## src/rtl/fifo_write_ctrl.sv

```systemverilog
// Write-side front end of the async FIFO: a two-word skid buffer feeding one write per cycle,
// a read-pointer synchroniser, fill level / almost_full, and an accepted-write counter.
module fifo_write_ctrl #(
  parameter int ADDBITS      = 2,
  parameter int WIDTH        = ADDBITS + 1,
  parameter int DWIDTH       = 8,
  parameter int AFULL_THRESH = 3
) (
  input  logic              clk,
  input  logic              rst,
  input  logic              s_valid,
  input  logic [DWIDTH-1:0] s_data,
  output logic              s_ready,
  input  logic [WIDTH-1:0]  rpointer_async,
  input  logic [WIDTH-1:0]  wpointer,
  input  logic              full,
  output logic              count,
  output logic [DWIDTH-1:0] wdata,
  output logic [WIDTH-1:0]  rpointer_sync,
  output logic [WIDTH-1:0]  level,
  output logic              almost_full,
  output logic [15:0]       wr_total
);

  localparam logic [1:0] EMPTY = 2'd0;
  localparam logic [1:0] ONE   = 2'd1;
  localparam logic [1:0] TWO   = 2'd2;

  localparam logic [WIDTH-1:0] THRESH = WIDTH'(AFULL_THRESH);

  logic [1:0]        state;
  logic [DWIDTH-1:0] main_q;
  logic [DWIDTH-1:0] skid_q;
  logic [WIDTH-1:0]  sync1;
  logic              accept;
  logic              pop;
  logic [WIDTH-1:0]  wbin;
  logic [WIDTH-1:0]  rbin;
  logic [WIDTH-1:0]  level_next;

  function automatic logic [WIDTH-1:0] gray2bin(input logic [WIDTH-1:0] g);
    logic [WIDTH-1:0] b;
    b[WIDTH-1] = g[WIDTH-1];
    for (int i = WIDTH - 2; i >= 0; i--) begin
      b[i] = b[i+1] ^ g[i];
    end
    return b;
  endfunction

  // Ready and write strobe depend only on held state, so s_valid never reaches count.
  assign s_ready = (state != TWO);
  assign count   = (state != EMPTY) & ~full;
  assign wdata   = main_q;
  assign accept  = s_valid & s_ready;
  assign pop     = count;

  always_ff @(posedge clk) begin
    if (rst) begin
      state  <= EMPTY;
      main_q <= '0;
      skid_q <= '0;
    end else begin
      case (state)
        EMPTY: begin
          if (accept) begin
            main_q <= s_data;
            state  <= ONE;
          end
        end
        ONE: begin
          if (accept && pop) begin
            main_q <= s_data;
          end else if (accept) begin
            skid_q <= s_data;
            state  <= TWO;
          end else if (pop) begin
            state  <= EMPTY;
          end
        end
        TWO: begin
          if (pop) begin
            main_q <= skid_q;
            state  <= ONE;
          end
        end
        default: state <= EMPTY;
      endcase
    end
  end

  always_ff @(posedge clk) begin
    if (rst) begin
      sync1         <= '0;
      rpointer_sync <= '0;
    end else begin
      sync1         <= rpointer_async;
      rpointer_sync <= sync1;
    end
  end

  // Modular subtraction handles pointer wrap; the stale synced read pointer only over-reports.
  assign wbin       = gray2bin(wpointer);
  assign rbin       = gray2bin(rpointer_sync);
  assign level_next = wbin - rbin;

  always_ff @(posedge clk) begin
    if (rst) begin
      level       <= '0;
      almost_full <= 1'b0;
    end else begin
      level       <= level_next;
      almost_full <= (level_next >= THRESH);
    end
  end

  always_ff @(posedge clk) begin
    if (rst) begin
      wr_total <= '0;
    end else if (count) begin
      wr_total <= wr_total + 16'd1;
    end
  end

endmodule

```

## config.mk

```make
export PLATFORM = sky130hd
export DESIGN_NAME = fifo_write_ctrl
export DESIGN_NICKNAME = d
export VERILOG_FILES = /design/src/rtl/fifo_write_ctrl.sv
export SDC_FILE = /design/constraint.sdc
export NUM_CORES = 1
export LEC_CHECK = 0
export ABC_AREA = 1
export BUFFER_PORTS_ARGS = -buffer_cell sky130_fd_sc_hd__buf_2
export CORE_UTILIZATION = 52
export CTS_CLUSTER_SIZE = 28
export DETAILED_ROUTE_END_ITERATION = 10
export PLACE_DENSITY = 0.79
export SYNTH_ARGS = -nofsm -noshare
export SYNTH_HDL_FRONTEND = slang
export SYNTH_SLANG_ARGS = --single-unit
export TNS_END_PERCENT = 20
```

## constraint.sdc

```tcl
create_clock -name clk -period 2.4 [get_ports clk]
set_clock_uncertainty 0.15 [all_clocks]
set_input_delay 0.24 -clock clk [delete_from_list [all_inputs] [get_ports clk]]
set_output_delay 0.24 -clock clk [all_outputs]
set_load 0.01 [all_outputs]
```

After elaboration in Yosys (flattened, before gate mapping)
Cells that the tools add are included.
{"block": "totals", "output_inout_bits": 33, "in_bits": 18, "ff_bits": 44, "word_cells": 44}
{"block": "op_classes", "bitwise": 8, "n_lt_le_gt_ge": 1, "n_mux": 10, "eq_ne": 8, "n_addsub": 2, "reduce_logical": 7}
{"operator": "8-bit two-way mux", "count": 3}
{"operator": "8-bit case mux with 3 select lines", "count": 1}
{"operator": "16-bit by 1-bit adder with 16-bit output, second input constant", "count": 1}
{"operator": "2-bit two-way mux", "count": 5}
{"operator": "2-bit inequality test, second input constant", "count": 5}
{"operator": "4-bit AND reduction", "count": 2}
{"operator": "2-bit case mux with 3 select lines", "count": 1}
{"operator": "1-bit bitwise XOR", "count": 4}
{"operator": "3-bit by 2-bit >= comparator with 1-bit output, second input constant", "count": 1}
{"operator": "3-bit inequality test, second input constant", "count": 1}
{"operator": "3-bit AND reduction", "count": 1}
{"operator": "3-bit nonzero test", "count": 1}
{"operator": "3-bit subtractor", "count": 1}
{"operator": "1-bit AND", "count": 2}
{"operator": "2-bit by 1-bit == test with 1-bit output, second input constant", "count": 1}
{"operator": "2-bit == test, second input constant", "count": 1}
{"operator": "2-bit logical NOT", "count": 1}
{"operator": "1-bit NOT", "count": 2}
{"operator": "2-bit nonzero test", "count": 1}
{"operator": "1-bit logical AND", "count": 1}

Depth between registers and ports, before layout
Gate-level depths: netlist (run 1).
{"block": "logic_depth", "depth_word": 6, "ltp_mapped": 9}

Least setup slack after synthesis (run 1)
Ideal clock, no wire load.
{"block": "synth_path", "kind": "reg2reg", "startpoint": "register rpointer_sync[2]", "endpoint": "register almost_full", "required_ns": 2.122, "stages_incl_launch_ff": 9, "slack_ns": 0.432, "n_path_buf": 0, "setup_ns": 0.128, "t_arrival_ns": 1.690, "path_cell_list": "dfxtp_1 xor2_1 xnor2_1 inv_1 ha_1 fa_1 nor2_1 nor2_1 nor2_1"}
{"block": "synth_between", "elab_chain_len": 4}
{"item": "start, declared", "line_no": "19", "rtl": "output logic [WIDTH-1:0] rpointer_sync,"}
{"item": "start signal, assigned", "line_no": "97", "rtl": "rpointer_sync <= sync1;"}
{"item": "1-bit bitwise XOR (2 in series)", "line_no": "45", "rtl": "b[i] = b[i+1] ^ g[i];"}
{"item": "3-bit subtractor (*)", "line_no": "104", "rtl": "assign level_next = wbin - rbin;"}
{"item": "3-bit by 2-bit >= comparator with 1-bit output (*)", "line_no": "112", "rtl": "almost_full <= (level_next >= THRESH);"}
{"item": "end signal, assigned", "line_no": "112"}
{"item": "end, declared", "line_no": "21", "rtl": "output logic almost_full,"}
Mark *: on every way between the ends. The rest lies on a longest branch, timed or not.
A chain may end at the register's enable or synchronous reset.

Final worst setup path (run 1)
Ends and elaborated chain as after synthesis.

==> reports/qor.yml, run 1 <==
slowest_stage: "fa_1"
gp_congestion: 0.837
critPathLaunchType: "flip-flop"
setup_violations: 0
detailedPlace.worstSlack_ns: 0.354
crit_top_cell: "nor2_1"
syn_area_per_cell_um2: 6.98
crit_path_cell_trace: "xor2_1 > xnor2_1 > inv_1 > ha_1 > fa_1 > nor2_1 > nor2_1 > nor2_1"
crit_path_end_kind: "flip-flop"
gr-total-overflow: 0
clock-root-buffer: "clkbuf_8"
yosys.area.top_type: "dfxtp_1"
clk_pin_slew_worst_paths_ns: 0.08
grt.total_usage_pct: 21.2
final_cell_mix: "nor2_1, nand2_1, buf_2"
wl_um: 3790
num_rows: 22
die_x_um: 63.9
pin_count: 51
final.period_utilization_pct: 84.1
grt_max_degree: 21
antenna_found_initial: 0
grt_pass1_vias: 1642
viasPerCell: 4.75
h-tree-depth: 2
syn_nets: 306
drtIter0Drc: 101
crit_type: "reg2reg"
busiest_layer: "met2"
slowest_delay_ns: 0.50
drive_above_1_share_pct: 19.6
die_area_um2: 4080
grtUsageMet2_pct: 35.4
netlist_instances: 285
r2r-end: "almost_full$_SDFF_PP0_"
coreArea_um2: 3660
drv_cap: 0
ys_seq_elements: 44
ys_warn_count: 0
ant_nets: 0
wire_per_inst_um: 9.85
drc: 0
cp.required_ns: 2.44
grt_pass1_wl_um: 6790
detailed_place_hpwl_um: 2650
r2r-start: "rpointer_sync[2]$_SDFF_PP0_"
place_area_um2: 2250
crit_family: "adder cells"
worstRegToRegCells: 8
cts_made_buffers: 5
ff2ff_setup_slack_ns: 0.38
synth_seq_area_share_pct: 44.3
total_power_mw: 1.48
num_vias: 1830
die_h_um: 63.9
ir_drop_mv: 0.294
rsz0062_at_grt: "no"
tightestPinTransition_ns: 0.575
synthTopCellsByArea: "dfxtp_1, nand2_1, nor2_1"
grtUsageMet1_pct: 24.5
finalSetupTns_ns: 0
critical_path_buf_inv_count: 1
min-delay-start: "rpointer_async[0]"
cts_tree: "done"
synth_area_um2: 1990
met3_usage_pct: 5.18
synth_top_cell_area_share_pct: 44.3
clock_latency_ns: 0.30
fin_ws_ns: 0.383
clock.fmax_mhz: 496
hold_violations: 0
utilization_pct: 64.6
slew-limit-headroom_pct: 61.5
hp-class: "in2reg"
fin_nets: 357
drt_first_pass_iters: 4
initial_core_util_pct: 54.3
cp.arrival_ns: 2.06
ctsLongestPathBuffers: 2
cts_resized: 0
leakagePower_nw: 1.18
min_period_ns: 2.02
power_per_cell_area_nw_per_um2: 627
diodes: 0
slew_violations: 0
io_buffers: 50
areaGrowthSynthToFinish_pct: 18.9
min_path_cells: 3
synth.distinct_cells: 26
min_to: "sync1[0]$_SDFF_PP0_"
stdcell_area_um2: 2360
status: "complete, no violations"
cts.sinks: 44
crit_fanout: 3
-- worst max path at each step --
| stage | from | to | slack [ns] | depth (start not counted) |
|---|---|---|---|---|
| 6_report | rpointer_sync[2]$_SDFF_PP0_ | almost_full$_SDFF_PP0_ | 0.38 | 8 |
| 3_3_place_gp | rpointer_sync[2]$_SDFF_PP0_ | almost_full$_SDFF_PP0_ | 0.45 | 8 |
| 5_1_grt | rpointer_sync[2]$_SDFF_PP0_ | level[2]$_SDFF_PP0_ | 0.19 | 8 |
| 3_5_place_dp | rpointer_sync[2]$_SDFF_PP0_ | almost_full$_SDFF_PP0_ | 0.35 | 8 |
| 2_1_floorplan | rpointer_sync[2]$_SDFF_PP0_ | almost_full$_SDFF_PP0_ | 0.43 | 8 |
| 4_1_cts | rpointer_sync[2]$_SDFF_PP0_ | almost_full$_SDFF_PP0_ | 0.35 | 8 |
-- cells in the mapped netlist --
cell type	n
nor3_1	1
nor2b_4	1
nor2_1	55
o21ai_0	24
ha_1	2
nor2_4	1
buf_4	1
dfxtp_1	44
nor2_2	1
a21oi_1	17
nand3_1	8
buf_6	2
inv_1	47
nor4_1	1
fa_1	1
a211oi_1	1
nand2_2	3
buf_2	3
xnor2_1	4
xor2_1	3
clkbuf_1	3
inv_2	1
nand2_1	55
o21ai_2	1
o21ai_1	1
nand4_1	4
-- area by class of cell --
cell class,instances,area [um^2]
well taps,48,60.1
clock inverters,1,7.51
inverters,48,180
repair buffers,53,278
clock buffers,7,86.3
fillers,325,1300
flip-flops and latches,44,881
multi-input cells,184,872
-- worst register-to-register path: stages (launching register included) --
cell	delay, ns
dfxtp_1	0.37
xor2_1	0.31
xnor2_1	0.16
inv_1	0.06
ha_1	0.19
fa_1	0.50
nor2_1	0.04
nor2_1	0.09
nor2_1	0.04
-- logic make-up after synthesis --
group,synth area share (%)
DFF,44.3
xor gates and xnor gates,3.08
buffers and inverters,11.9
AOI/OAI and AO/OA,11.4
and+or+nand+nor,27.1
adders and majority gates,2.26
-- flip-flops by register name (all words and copies together), names as in the netlist --
signal,cells
wr_total,16
skid_q,8
wdata,8
level,3
rpointer_sync,3
sync1,3
state,2
almost_full,1
-- where the power goes --
part           switching, mW  leakage, nW  internal, mW
combinational          0.125        0.773        0.0882
clock                  0.245       0.0445         0.234
sequential            0.0177        0.360         0.772
-- routing by layer --
layer  vias to the layer above  routed length [um]
met4                         0                  86
li1                        974                   -
met5                         -                   0
met1                       797                1750
met3                        11                 193
met2                        48                1760
-- through the flow --
| stage | hold slack (ns) | std cells |
|---|---|---|
| after floorplan | 0.159 | 285 |
| after global placement | 0.239 | 375 |
| after detailed placement | 0.245 | 375 |
| after CTS | 0.00209 | 385 |
| after global routing | 0.0170 | 385 |
| final | 0.00592 | 385 |
-- repair_timing --
action / in CTS / in global routing
endpoints found under the hold margin: 2 / 0
hold buffers: 2 / 0
setup buffers: 0 / 0
Power figures use the tool's default switching activity.
==> run 2: changes to the inputs <==
- ABC_AREA: 1 -> 0
- CORE_UTILIZATION: 52 -> 46
- PLACE_DENSITY: 0.79 -> 0.74
- clock period: 2.4 -> 1.65 ns (I/O delays scaled with it)
==> run 2 against run 1 <==
Net effect:
- via count is 8.7% lower
- maximum frequency increased by 0.37%
- count of clock-buffer cells in the layout shrank 1
- wire length increased by 6.8%
- cell area increased by 12%
- largest cell class is now multi-input combinational cells
- the flow now finishes with violations (setup timing)
- cell count is 12% lower
- sequential share of layout area down 3.6 points
- clock power grew 85%
- synthesized cell count is 30% lower
- utilization up 1.3 points
- setup slack worse by 0.74 ns
==> reports/qor.yml, run 2 <==
status: "complete, but fails checks"  # was complete, no violations
violations: "setup timing"
synth_seq_area_share_pct: 46.3  # was 44.3%
crit_fanout: 2  # was 3
min_period_ns: 2.01  # was 2.02 ns
cp.required_ns: 1.73  # was 2.44 ns
stdcell_area_um2: 2640  # was 2360 um^2
layout_commonest_cell: "buf_2"
synth_edf_count: 0  # unchanged
clock.fmax_mhz: 498  # was 496 MHz
grt_pass1_wl_um: 6580  # was 6790 um
place_area_um2: 2360  # was 2250 um^2
synth.distinct_cells: 37  # was 26
ys.flop_type: "dfxtp_1"  # unchanged
fillCellCount: 347  # was 325
ys_seq_elements: 44  # unchanged
fin_nets: 307  # was 357
areaGrowthSynthToFinish_pct: 38.6  # was 18.9%
syn_area_per_cell_um2: 9.56  # was 6.98 um^2
synth_top_cell_area_share_pct: 46.3  # was 44.3%
drv_cap: 0  # unchanged
cts.sinks: 44  # unchanged
gr-total-overflow: 0  # unchanged
clock_latency_ns: 0.30  # about the same
detailedPlace.worstSlack_ns: -0.306  # was 0.354 ns
slowest_delay_ns: 0.42  # was 0.50 ns
grt.total_usage_pct: 19.8  # was 21.2%
final.period_utilization_pct: 122  # was 84.1%
num_vias: 1671  # was 1830
slowest_stage: "fa_1"  # unchanged
hold_violations: 0  # unchanged
drtIter0Drc: 60  # was 101
grt_max_degree: 22  # was 21
synth_area_um2: 1900  # was 1990 um^2
syn_nets: 220  # was 306
critPathLaunchType: "flip-flop"  # unchanged
hp-class: "in2reg"  # unchanged
ys_warn_count: 0  # unchanged
io_buffers: 50  # unchanged
ctsLongestPathBuffers: 2  # unchanged
num_rows: 23  # was 22
top_register: "wr_total"  # unchanged
die_x_um: 66.3  # was 63.9 um
viasPerCell: 4.96  # was 4.75
leakagePower_nw: 1.24  # was 1.18 nW
ir_drop_mv: 0.507  # was 0.294 mV
crit_path_cell_trace: "xor2_2 > xor2_1 > ha_2 > fa_1 > or3_1 > o21ai_0"  # was xor2_1 > xnor2_1 > inv_1 > ha_1 > fa_1 > nor2_1 > nor2_1 > nor2_1
critical_path_buf_inv_count: 0  # was 1
initial_core_util_pct: 47.6  # was 54.3%
antenna_found_initial: 0  # unchanged
yosys.area.top_type: "dfxtp_1"  # unchanged
largest_register_ffs: 16  # unchanged
utilization_pct: 65.9  # was 64.6%
synthTopCellsByCount: "dfxtp_1, nor2_1, nand2_1"  # was nand2_1, nor2_1, inv_1
synthTopCellsByArea: "dfxtp_1, xor2_1, mux2i_1"  # was dfxtp_1, nand2_1, nor2_1
coreArea_um2: 4000  # was 3660 um^2
grt_pass1_vias: 1564  # was 1642
cts_made_buffers: 5  # unchanged
synth-async-reset-ratio_pct: 0  # unchanged
drive_above_1_share_pct: 39.0  # was 19.6%
die_h_um: 66.3  # was 63.9 um
drc: 0  # unchanged
detailed_place_hpwl_um: 2850  # was 2650 um
power_per_cell_area_nw_per_um2: 892  # was 627 nW/um^2
drt_first_pass_iters: 3  # was 4
gp_congestion: 0.747  # was 0.837
crit_path_end_kind: "flip-flop"  # unchanged
ant_nets: 0  # unchanged
clock-root-buffer: "clkbuf_8"  # unchanged
rsz0062_at_grt: "yes"  # was no
cts_tree: "done"  # unchanged
wire_per_inst_um: 12.0  # was 9.85 um
fin_ws_ns: -0.360  # was 0.383 ns
slew-limit-headroom_pct: 76.0  # was 61.5%
die_area_um2: 4400  # was 4080 um^2
synth.most_common_cell: "dfxtp_1"
cp.arrival_ns: 2.09  # was 2.06 ns
crit_family: "adder cells"  # unchanged
diodes: 0  # unchanged
h-tree-depth: 2  # unchanged
pin_count: 51  # unchanged
ff2ff_setup_slack_ns: -0.36  # was 0.38 ns
wl_um: 4050  # was 3790 um
clk_pin_slew_worst_paths_ns: 0.09  # was 0.08 ns
final_cell_mix: "buf_2, dfxtp_1, buf_4"  # was nor2_1, nand2_1, buf_2
slew_violations: 0  # unchanged
crit_type: "reg2reg"  # unchanged
tightestPinTransition_ns: 0.359  # was 0.575 ns
netlist_instances: 199  # was 285
setup_violations: 4  # was 0
## run 2: cell types whose count changed after synthesis, moves of 3 or more
cell,delta
a211oi_1,+7
a21oi_1,-3
and4_1,+3
inv_1,-47
mux2i_1,+10
nand2_1,-35
nand2b_1,+3
nor2_1,-30
nor2b_1,+8
o21ai_0,-20
xor2_1,+9
## run 2: metrics by stage
| stage | setup TNS (ns) | hold slack, ns | total power [mW] | instances |
|---|---|---|---|---|
| after floorplan | -0.534 | 0.143 | 1.35 | 199 |
| after global placement | -0.412 | 0.225 | 1.45 | 317 |
| after detailed placement | -0.639 | 0.246 | 1.47 | 317 |
| after CTS | -0.596 | 0.0719 | 2.36 | 337 |
| after global routing | -1.01 | 0.113 | 2.45 | 337 |
| final | -0.675 | 0.0799 | 2.35 | 337 |
## run 2: cells by family after synthesis
kind of cell	count (synthesis)	share of synthesized area, %
AOI/OAI and AO/OA	29	10.3
DFF	44	46.3
xor gates and xnor gates	15	6.90
adders and majority gates	3	2.37
buffers and inverters	11	4.34
and+or+nand+nor	85	23.4
muxes	12	6.44
## run 2: report_power, final
| part | total (mW) | leakage, nW | switching, mW | internal, mW |
|---|---|---|---|---|
| logic | 0.327 | 0.812 | 0.164 | 0.163 |
| clock network | 0.884 | 0.0614 | 0.389 | 0.495 |
| registers | 1.14 | 0.363 | 0.0228 | 1.12 |
| total | 2.35 | 1.24 | 0.576 | 1.78 |
## run 2: cell type report
cell class              instances  area, um^2  share of cell area, %
repair buffers                 91         586                   22.2
clock buffers                   6        82.6                   3.13
multi-input cells             144         980                   37.1
clock inverters                 2        38.8                   1.47
well taps                      50        62.6                   2.37
flip-flops and latches         44         888                   33.7
## run 2: path summary, 6_finish.rpt
| check | cells after the start | startpoint | end |
|---|---|---|---|
| worst max-delay path | 6 | rpointer_sync[2]$_SDFF_PP0_ | almost_full$_SDFF_PP0_ |
| worst min register to register | 1 | sync1[2]$_SDFF_PP0_ | rpointer_sync[2]$_SDFF_PP0_ |
| worst max register to register | 6 | rpointer_sync[2]$_SDFF_PP0_ | almost_full$_SDFF_PP0_ |
| worst min-delay path | 4 | s_valid | state[0]$_SDFFE_PP0P_ |
## run 2: worst min-delay path: cells and delay by family
kind	cells	cell delay [ns]
AND/OR/NAND/NOR	1	0.06
multiplexers	1	0.07
buffers and inverters	1	0.12
AO/OA/AOI/OAI	1	0.06
## run 2: repair_timing
action	in CTS	in global routing
resized for setup	4	11
hold buffers	11	0
setup endpoints to repair	8	9
pin swaps	3	2
hold endpoints to repair	11	0
setup buffers	1	0
## run 2: metal layers
metal	share of wire [%]	vias up	track usage, %
met5	0	-	0
met4	1.5	0	9.04
met3	3.3	6	5.86
met2	51	35	35.3
met1	44	779	21.3
li1	-	851	-
